### config.mk
export PLATFORM = sky130hd
export DESIGN_NAME = piso_shift_tx
export DESIGN_NICKNAME = d
export VERILOG_FILES = /design/src/rtl/piso_shift_tx.sv
export SDC_FILE = /design/constraint.sdc
export NUM_CORES = 1
export LEC_CHECK = 0
export CORE_AREA = 4 4 41 43
export CTS_CLUSTER_SIZE = 25
export DETAILED_ROUTE_END_ITERATION = 12
export DIE_AREA = 0 0 45 47
export PLACE_DENSITY = 0.56
export SYNTH_ARGS = -nofsm -noshare
export SYNTH_HDL_FRONTEND = slang
export SYNTH_SLANG_ARGS = --single-unit
### constraint.sdc
create_clock -name clk -period 1.26 [get_ports clk]
set_input_delay 0.252 -clock clk [delete_from_list [all_inputs] [get_ports clk]]
set_output_delay 0.252 -clock clk [all_outputs]
set_load 0.05 [all_outputs]
### src/rtl/piso_shift_tx.sv
// Parallel-in/serial-out transmitter: captures a WIDTH-bit word over a valid/ready
// load handshake and streams it one bit per accepted cycle. Optional even parity via PISO_TX_PARITY_EN.
module piso_shift_tx #(
  parameter int unsigned WIDTH     = 4,
  parameter bit          MSB_FIRST = 1'b0
) (
  input  logic             clk,
  input  logic             rst,
  input  logic             load_valid,
  output logic             load_ready,
  input  logic [WIDTH-1:0] din,
  output logic             sout,
  output logic             sout_valid,
  input  logic             sout_ready,
  output logic             frame_last,
  output logic             busy
);

  localparam int unsigned       CNT_W    = $clog2(WIDTH + 1);
  localparam int unsigned       OUT_IDX  = MSB_FIRST ? WIDTH - 1 : 0;
  localparam logic [CNT_W-1:0]  LAST_IDX = CNT_W'(WIDTH - 1);

`ifdef PISO_TX_PARITY_EN
  typedef enum logic [1:0] {IDLE = 2'd0, SHIFT = 2'd1, PARITY = 2'd2} state_e;
`else
  typedef enum logic [1:0] {IDLE = 2'd0, SHIFT = 2'd1} state_e;
`endif

  state_e           state_q, state_d;
  logic [WIDTH-1:0] shreg_q, shreg_d;
  logic [CNT_W-1:0] cnt_q,   cnt_d;
  logic [WIDTH-1:0] shifted_c;
  logic             bit_take_c;
  logic             load_take_c;
`ifdef PISO_TX_PARITY_EN
  logic             par_q, par_d;
  logic [WIDTH-1:0] par_word_c;
`endif

  // Serial view of the registered shift register.
  assign busy       = (state_q != IDLE);
  assign sout_valid = busy;
  assign sout       = shreg_q[OUT_IDX];
`ifdef PISO_TX_PARITY_EN
  assign frame_last = (state_q == PARITY);
`else
  assign frame_last = (state_q == SHIFT) && (cnt_q == LAST_IDX);
`endif
  assign load_ready  = (state_q == IDLE) || (frame_last && sout_ready);
  assign bit_take_c  = sout_valid && sout_ready;
  assign load_take_c = load_valid && load_ready;

  // Shift one position toward the output end.
  always_comb begin
    shifted_c = '0;
    if (MSB_FIRST) begin
      shifted_c = {shreg_q[WIDTH-2:0], 1'b0};
    end else begin
      shifted_c = {1'b0, shreg_q[WIDTH-1:1]};
    end
  end

`ifdef PISO_TX_PARITY_EN
  // Parity bit placed at the output end so sout still comes from the shift register.
  always_comb begin
    par_word_c          = '0;
    par_word_c[OUT_IDX] = par_q;
  end
`endif

  // State register.
  always_ff @(posedge clk) begin
    if (rst) begin
      state_q <= IDLE;
      shreg_q <= '0;
      cnt_q   <= '0;
`ifdef PISO_TX_PARITY_EN
      par_q   <= 1'b0;
`endif
    end else begin
      state_q <= state_d;
      shreg_q <= shreg_d;
      cnt_q   <= cnt_d;
`ifdef PISO_TX_PARITY_EN
      par_q   <= par_d;
`endif
    end
  end

  // Next-state logic; a load handshake overrides the end-of-frame return to IDLE.
  always_comb begin
    state_d = state_q;
    shreg_d = shreg_q;
    cnt_d   = cnt_q;
`ifdef PISO_TX_PARITY_EN
    par_d   = par_q;
`endif
    case (state_q)
      IDLE: begin
        state_d = IDLE;
      end
      SHIFT: begin
        if (bit_take_c) begin
          if (cnt_q == LAST_IDX) begin
`ifdef PISO_TX_PARITY_EN
            state_d = PARITY;
            shreg_d = par_word_c;
            cnt_d   = CNT_W'(WIDTH);
`else
            state_d = IDLE;
            shreg_d = '0;
            cnt_d   = '0;
`endif
          end else begin
            shreg_d = shifted_c;
            cnt_d   = cnt_q + CNT_W'(1);
          end
        end
      end
`ifdef PISO_TX_PARITY_EN
      PARITY: begin
        if (bit_take_c) begin
          state_d = IDLE;
          shreg_d = '0;
          cnt_d   = '0;
          par_d   = 1'b0;
        end
      end
`endif
      default: begin
        state_d = IDLE;
        shreg_d = '0;
        cnt_d   = '0;
      end
    endcase

    if (load_take_c) begin
      state_d = SHIFT;
      shreg_d = din;
      cnt_d   = '0;
`ifdef PISO_TX_PARITY_EN
      par_d   = ^din;
`endif
    end
  end

endmodule

# Word level (Yosys, flattened, before mapping)

Index checks and enable logic that the tools add are counted.

Flip-flop bits (word level): 8
Latch bits: 0
RAM bits: 0
ROM bits: 0
Input port bits: 8
Output and inout port bits: 5
Memories: 0

Add/subtract/negate cells: 1
$mul: 0
Div/mod/pow operators: 0
$lt $le $gt $ge: 0
Equality and inequality tests: 5
Shift operators: 0
Muxes and demuxes: 11
Bitwise gates (word level): 1
Reductions and logical operators: 10

Operator list:

| cell                | count |
|---|---|
| $mux 3              | 3 |
| $mux 4              | 2 |
| $pmux 4 s2          | 1 |
| $pmux 3 s2          | 1 |
| $reduce_and 2->1    | 3 |
| $logic_and 1x1->1   | 4 |
| $mux 1              | 4 |
| $ne 2x2->1 const B  | 2 |
| $add 3x1->3 const B | 1 |
| $eq 3x2->1 const B  | 1 |
| $ne 3x2->1 const B  | 1 |
| $ne 3x3->1 const B  | 1 |
| $logic_not 2->1     | 1 |
| $reduce_or 2->1     | 1 |
| $logic_or 1x1->1    | 1 |
| $not 1->1           | 1 |

# Logic depth before layout (Yosys ltp)

Gate-level depths: netlist of run 1.

Word-level depth: 7
Mapped depth: 4
Depth with buffers taken out: 4

# Worst setup path before layout of run 1

OpenSTA, ideal clock, no wires.

Path kind: register to register
Start: reg cnt_q[0]
End: reg state_q[0]
Setup time: 0.177 ns
Data arrival time: 1.930 ns
Data required time: 1.083 ns
Path slack: -0.847 ns
Cell stages (with the launch flop): 5
Path buffers: 0
Period minus slack after synthesis: 2.107 ns
Path through: dfxtp_1 -> ha_1 -> nand2b_1 -> o21ai_0 -> a21oi_1

Longest elaborated chain between the ends: 7

Ends and longest elaborated chain:

| item                                                      | RTL line | text |
|---|---|---|
| from (decl)                                               | 31       | `logic [CNT_W-1:0] cnt_q, cnt_d;` |
| from (signal assigned)                                    | 83       | `cnt_q <= cnt_d;` |
| $eq 3x2->1 *                                              | 47       | `assign frame_last = (state_q == SHIFT) && (cnt_q == LAST_IDX);` |
| $logic_and 1x1->1 *                                       | 47       |  |
| $logic_and 1x1->1 *                                       | 49       | `assign load_ready = (state_q == IDLE) \|\| (frame_last && sout_ready);` |
| $logic_or 1x1->1 *                                        | 49       |  |
| via load_ready                                            | 10       | `output logic load_ready,` |
| $logic_and 1x1->1 *                                       | 51       | `assign load_take_c = load_valid && load_ready;` |
| $ne 3x2->1 (no source line) or $ne 3x3->1 (tied branches) | --       |  |
| $reduce_and 2->1 (no source line)                         | --       |  |
| to (signal assigned)                                      | 81       | `state_q <= state_d;` |
| to (decl)                                                 | 29       | `state_e state_q, state_d;` |

The timed path passes the listed nets; every way through them passes the cells marked *.
A chain may end at the register's enable or synchronous reset.

# Final worst setup path of run 1

Start: reg cnt_q[1]
End: out load_ready

Longest elaborated chain between the ends: 4

Ends and longest elaborated chain:

| item              | RTL line |
|---|---|
| $eq 3x2->1        | 47 |
| $logic_and 1x1->1 | 47 |
| $logic_and 1x1->1 | 49 |
| $logic_or 1x1->1  | 49 |
| to (decl)         | 10 |

Every way passes these cells.

==> results by group, run 1 <==
Status
  • Outcome: finished with violations
  • Failing checks: setup timing

Global routing
  • Vias in the first global route: about 360
  • Global Route Usage Sum: a little under an eighth
  • Grt total ovfl: 0
  • Largest net degree at the start of global routing: 12
  • First-pass GRT wire length: 1660 um
  • Initial antenna violation count: 0

Logic synthesis
  • Synth unique cells: 22
  • Post-synthesis cell area: 410 um2
  • Post-synthesis sequential area ratio: between 30% and 40%
  • Syn Area/Cell: 9.12 um2
  • Ys Warns: 0
  • Top-area cell type share of the netlist area: a little under 40%
  • #FFs+latches synth: 8
  • Synth top area cells: dfxtp_1 (39%), a221oi_1 (6.4%), inv_1 (5.5%)
  • Mapped Nets: between 50 and 60
  • Synth area leader: dfxtp_1
  • Synth Instances: 45

Floorplanning
  • IO Pins: 13
  • Row count: 13
  • DIE WIDTH: 45 um
  • Core area: approximately 0.0013 mm2
  • Die H: 47 um
  • Initial core utilization: 31.5%
  • Die area: between 0.002 and 0.0025 mm2

Clocking
  • CTS HTree Levels: 1
  • Reg clk slew, reported paths: approximately 0.060 ns
  • Longest Clk Path Bufs: 2
  • CTS sink cnt: 8
  • CTS tree: yes
  • Clk root buf: clkbuf_4
  • Clock latency at the later pin of the worst-skew pair: roughly 0.26 ns
  • CTS Buf Count: 3

Cells and area
  • Final nets: 80
  • Final std cells w/o fill: 85
  • Layout cells sized above 1: 52.9%
  • FILL cells: 113
  • P&R area growth vs syn: 92.1%
  • Ant diodes: 0

Critical path
  • Reg-to-reg critical path endpoint: shreg_q[1]
  • Critical path buffer and inverter count: 1
  • CP endpoint kind: output pin
  • Crit-path max FO: 3
  • Slowest CP cell: dfxtp_2
  • Register-to-Register Path Depth: 5
  • Req. time, crit path: 1.01 ns
  • Cell chain of the critical path: ha_4 > nand2b_4 > o21ai_4 > buf_12
  • CP Class: flop to output pin
  • WP data arrival: between 1 and 1.5 ns
  • Max incr delay on CP: 0.35 ns
  • FF-to-FF setup slack: -0.04 ns
  • Startpoint type of the worst setup path: flop
  • Family with the most delay on the worst path: flip-flops
  • Worst R2R Start: cnt_q[1]

STA
  • Tmin final: roughly 1.4 ns
  • Worst Skew: approximately 0.0073 ns
  • Measured slew at the worst slew-check pin: roughly 0.43 ns
  • Final setup viols: 6
  • Setup TNS: -0.295 ns
  • Hold Vio Cnt, Final: 0
  • Slew HR: 71.4%
  • Max Slew Vio Count: 0
  • Fin crit share: 112%
  • Worst setup margin: -0.146 ns
  • Unrepaired setup endpoints after global routing: yes
  • Fmax: a little over 700 MHz

Routing
  • Via count: approximately 420
  • First-pass DRT Iterations: 4
  • 1st-iter DRT viols: 12
  • WL final: roughly 1100 um
  • Wire length per cell: about 13 um
  • Post-route DRC: 0
  • Via/cell ratio: 4.89
  • DRT antenna net count: 0

Power
  • Power Density: roughly 890 mW/mm2
  • Static leakage: about 0.00030 uW
  • Max VDD drop: approximately 0.6 mV

Run
  • MaxCap Viol Count: 0

Min path
  • Min-delay worst type: input port to flop
  • Min-Delay Endpoint: state_q[0]
  • Cell count of the worst hold path: 3
  • Hold path startpoint: load_valid

Place
  • Input/output buffers: 12
  • GP Congestion: between 0.7 and 0.8
  • Placed cell count: between 70 and 80
  • Hpwl dp: 690 um
area by class of cell:
cell class / count / area [um2] / area share, %
multi-input combinational: 28 / 293 / 37.1
sequential: 8 / 166 / 21.1
tap: 15 / 18.8 / 2.38
timing repair buffer: 24 / 262 / 33.2
clock buffer: 4 / 26.3 / 3.33
inverter: 6 / 22.5 / 2.86
cell families after synthesis:
kind of cell / after synthesis / share of synthesized area (%)
flops: 8 / 39.0
buf+inv: 9 / 11.3
simple gates: 11 / 18.0
compound gates: 14 / 20.7
mux: 2 / 7.93
fa+ha+maj: 1 / 3.05
state kept, by name, indices dropped and copies added (netlist names):
name and flops:
cnt_q 3, shreg_q 4, state_q 1
stage by stage:
stage / hold WS [ns] / total power (uW) / util (%) / cell area (um2) / setup slack [ns]
final: 0.411 / 703 / 60.6 / 788 / -0.146
after global routing: 0.431 / 738 / 60.6 / 788 / -0.192
after CTS: 0.403 / 686 / 57.4 / 747 / -0.152
after detailed placement: 0.455 / 457 / 50.0 / 651 / -0.316
after global placement: 0.458 / 456 / 50.0 / 651 / -0.267
after floorplan: 0.371 / 377 / - / 440 / 0.00472
layer usage:
layer / vias to the layer above / routed length (um) / track usage [%]
met5: - / 0 / 0
met4: 0 / 32 / 5.26
met2: 18 / 523 / 19.8
met1: 183 / 443 / 12.5
met3: 4 / 103 / 6.13
li1: 211 / - / -
worst register-to-register path, delay by kind of cell, from the launching register on:
kind / cells / cell delay (ns)
buf+inv: 1 / 0.11
fa+ha+maj: 1 / 0.15
simple gates: 1 / 0.29
flops: 1 / 0.35
compound gates: 2 / 0.31
synthesized netlist by cell type:
master	number
o21ai_0	2
inv_1	6
a221oi_1	3
clkbuf_2	1
a31oi_1	3
nor4bb_1	1
dfxtp_1	8
nand3_1	1
buf_4	1
nand4b_1	1
and2b_2	1
buf_6	1
nor4_1	1
and4b_4	1
ha_1	1
mux2i_1	1
a21oi_1	3
nand2_1	3
nand2b_1	1
nor2_1	1
o21ai_1	3
mux2i_4	1
cell usage in the layout (no fill, tap or decap):
master           Yosys  routed
and4b_4              1       1
clkbuf_4             0       3
buf_12               0       5
clkdlybuf4s50_1      0       5
a21oi_2              0       1
dfxtp_1              8       5
ha_4                 0       1
clkbuf_1             0       1
nand3_1              1       1
a221oi_1             3       1
nor4bb_1             1       1
mux2i_1              1       1
a21oi_1              3       2
mux2i_4              1       1
o21ai_2              0       2
a31oi_1              3       3
nor2_4               0       1
nor4_4               0       1
nand4b_1             1       1
dfxtp_2              0       2
o21ai_4              0       2
inv_1                6       6
o21ai_1              3       1
buf_4                1      11
nand2_1              3       3
buf_6                1       1
dlygate4sd2_1        0       2
dfxtp_4              0       1
and2b_2              1       1
nand2b_4             0       1
a221oi_2             0       2
what timing repair did:
item	in CTS	in global routing
hold buffers	0	0
setup endpoints to repair	6	8
buffers inserted	2	4
pin swaps	9	3
resized for setup	15	2
worst max path at each step:
stage,start,end,cells past startpoint
floorplan,cnt_q[0],load_ready,3
global placement,sout_ready,shreg_q[0],5
detailed placement,sout_ready,shreg_q[2],5
CTS,cnt_q[1],load_ready,4
global route,cnt_q[1],load_ready,4
finish,cnt_q[1],load_ready,4
power breakdown:
part | switching (uW) | total (uW) | leakage (uW) | internal [uW]
clock network | 90.3 | 212 | 0.0000150 | 121
logic | 100 | 209 | 0.000222 | 109
registers | 15.0 | 283 | 0.0000671 | 268
total | 205 | 703 | 0.000304 | 498
Note: power is estimated with default switching activity, not from simulation.
==> run 2, diff against run 1 <==
==> config.mk (replaced) <==
export PLATFORM = sky130hd
export DESIGN_NAME = piso_shift_tx
export DESIGN_NICKNAME = d
export VERILOG_FILES = /design/src/rtl/piso_shift_tx.sv
export SDC_FILE = /design/constraint.sdc
export NUM_CORES = 1
export LEC_CHECK = 0
export CELL_PAD_IN_SITES_DETAIL_PLACEMENT = 0
export CELL_PAD_IN_SITES_GLOBAL_PLACEMENT = 1
export CORE_MARGIN = 4
export CORE_UTILIZATION = 31
export CTS_CLUSTER_SIZE = 25
export DETAILED_ROUTE_END_ITERATION = 12
export PLACE_DENSITY = 0.72
export SYNTH_ARGS = -nofsm -noshare
export SYNTH_HDL_FRONTEND = slang
export SYNTH_SLANG_ARGS = --single-unit
==> run 2 against run 1 <==
  * The run still ends with setup timing left
  * Flip-flop and latch count stayed put
  * Critical path depth stayed put
  * Design area decreased by 0.32%
  * Worst hold slack improved by 0.051 ns
  * Non-clock buffer count rose by 1
  * Die area shrank 6.9%
  * Largest power group unchanged
  * Highest routed layer unchanged
==> results by group, run 2 (synthesis results as in run 1) <==
Power
  • Logic pwr share: roughly 28%
  • Power Density: slightly below 900 mW/mm2
  • Flop pwr share: between 40% and 50%
  • Max VDD drop: around 0.67 mV
  • Switching share of power: a little under 30%
  • Static leakage: ~0.00031 uW
  • P_int: 492 uW
  • P_sw: approximately 210 uW
  • Clock share of power: 31.4%

Clocking
  • CTS tree: yes
  • Clock latency at the later pin of the worst-skew pair: 0.26 ns
  • Clk root buf: clkbuf_4
  • CTS Buf Count: 3
  • CTS sink cnt: 8
  • Longest Clk Path Bufs: 2
  • CTS hold repair buffers: 0
  • CTS HTree Levels: 1
  • Reg clk slew, reported paths: 0.06 ns

STA
  • Worst Skew: 0.0101 ns
  • Hold Vio Cnt, Final: 0
  • Tmin final: ~1.4 ns
  • Unrepaired setup endpoints after global routing: yes
  • Setup TNS: -0.719 ns
  • Final setup viols: 7
  • Worst setup margin: -0.161 ns
  • Fmax: about 700 MHz
  • Measured slew at the worst slew-check pin: between 0.4 and 0.5 ns
  • Fin crit share: 113%
  • Slew HR: 73.1%
  • Max Slew Vio Count: 0

Cells and area
  • P&R area growth vs syn: 91.5%
  • Final nets: 81
  • Multi-input logic area: 283 um2
  • Reg area: about 170 um2
  • Commonest non-fill, non-tap cell in the layout: buf_4
  • Reg with most FFs: shreg_q
  • Ant diodes: 0
  • Commonest cells after routing, fill and taps aside: buf_4 (12), inv_1 (6), clkdlybuf4s50_1 (6)
  • Design Area, Final: 786 um2
  • Layout cells sized above 1: roughly half
  • Finished Core Util: approximately two thirds
  • Biggest regs: shreg_q x4, cnt_q x3, state_q x1
  • Max reg flops: 4
  • FILL cells: 90

Floorplanning
  • DIE WIDTH: between 40 and 50 um
  • Die area: approximately 0.002 mm2
  • Initial core utilization: between 30% and 40%
  • Core area: between 0.001 and 0.0015 mm2
  • Die H: roughly 44 um
  • IO Pins: 13
  • Row count: 12

Global routing
  • Initial antenna violation count: 0
  • Vias in the first global route: between 300 and 400
  • Largest net degree at the start of global routing: 9
  • First-pass GRT wire length: ~1700 um
  • Grt total ovfl: 0
  • Global Route Usage Sum: a little under an eighth

Critical path
  • Crit-path max FO: 3
  • Cell chain of the critical path: ha_4 > nand2b_4 > o21ai_4 > buf_12
  • WP data arrival: about 1.2 ns
  • Slowest CP cell: dfxtp_2
  • Req. time, crit path: about 1.0 ns
  • CP Class: flop to output pin
  • Critical path buffer and inverter count: 1
  • Worst setup path start: cnt_q[1]
  • Startpoint type of the worst setup path: flop
  • Worst R2R Start: cnt_q[1]
  • Family with the most delay on the worst path: flip-flops
  • CP endpoint kind: output pin
  • Max incr delay on CP: around 0.36 ns

Min path
  • Hold path startpoint: shreg_q[3]
  • Min-delay worst type: flop to flop

Place
  • Hpwl dp: 705 um
  • Input/output buffers: 12
  • GP Congestion: between 0.8 and 0.9
  • Post-DP Area: 649 um2

Routing
  • DRT antenna net count: 0
  • Wire length per cell: approximately 13 um
  • Via/cell ratio: a little over 5
  • First-pass DRT Iterations: 4
  • WL final: 1090 um
  • Via count: 430
  • 1st-iter DRT viols: 4
  • Post-route DRC: 0

Status
  • Failing checks: setup timing
  • Outcome: finished with violations

Run
  • MaxCap Viol Count: 0
-- run 2: cell count changes in the layout (fill, tap and decap cells not counted), sizes merged --
| cell | delta |
|---|---|
| clkdlybuf4s50 | +1 |
| dlygate4sd2 | -1 |
| buf | +1 |
-- run 2: worst min-delay path: stages (launching register included) --
cell     delay, ns
dfxtp_1       0.30
nand2_1       0.05
a21oi_1       0.06
-- run 2: metrics by stage --
stage / worst slack (ns) / hold slack [ns] / std cells / power [uW]
floorplan: 0.00472 / 0.371 / 45 / 377
global placement: -0.245 / 0.446 / 74 / 454
detailed placement: -0.294 / 0.454 / 74 / 458
CTS: -0.151 / 0.462 / 83 / 693
global route: -0.199 / 0.487 / 85 / 738
finish: -0.161 / 0.462 / 85 / 699
-- run 2: power groups by stage --
| stage | Clock (uW) | Combinational, uW | Sequential [uW] |
|---|---|---|---|
| final | 220 | 196 | 283 |
| after global routing | 247 | 206 | 285 |
| after CTS | 229 | 183 | 282 |
| after detailed placement | 0 | 169 | 289 |
| after global placement | 0 | 166 | 288 |
| after floorplan | 0 | 79.6 | 297 |
-- run 2: per-layer routing --
| metal | up-vias | global-route usage [%] | share of wire [%] |
|---|---|---|---|
| li1 | 216 | - | - |
| met1 | 200 | 11.8 | 44 |
| met2 | 11 | 20.6 | 49 |
| met3 | 3 | 3.66 | 4.8 |
| met4 | 0 | 9.04 | 2.6 |
| met5 | - | 0 | 0 |
-- run 2: repair_timing --
action / in CTS / in global routing
setup endpoints to repair: 7 / 6
pin swaps: 7 / 2
gates resized for setup: 6 / 7
setup buffers: 5 / 2
-- run 2: layout make-up --
cell class              count  share of cell area (%)
clock buffers               4                    3.34
repair buffers             25                    34.4
well taps                  14                    2.23
inverters                   6                    2.87
multi-input cells          28                    36.0
flip-flops and latches      8                    21.2
-- run 2: path summary, 6_finish.rpt --
| kind | slack, ns | end | cells after the start |
|---|---|---|---|
| setup / recovery | -0.16 | load_ready | 4 |
| hold / removal | 0.46 | shreg_q[3] | 2 |
| setup reg to reg | -0.15 | shreg_q[2] | 6 |
| hold reg to reg | 0.46 | shreg_q[3] | 2 |
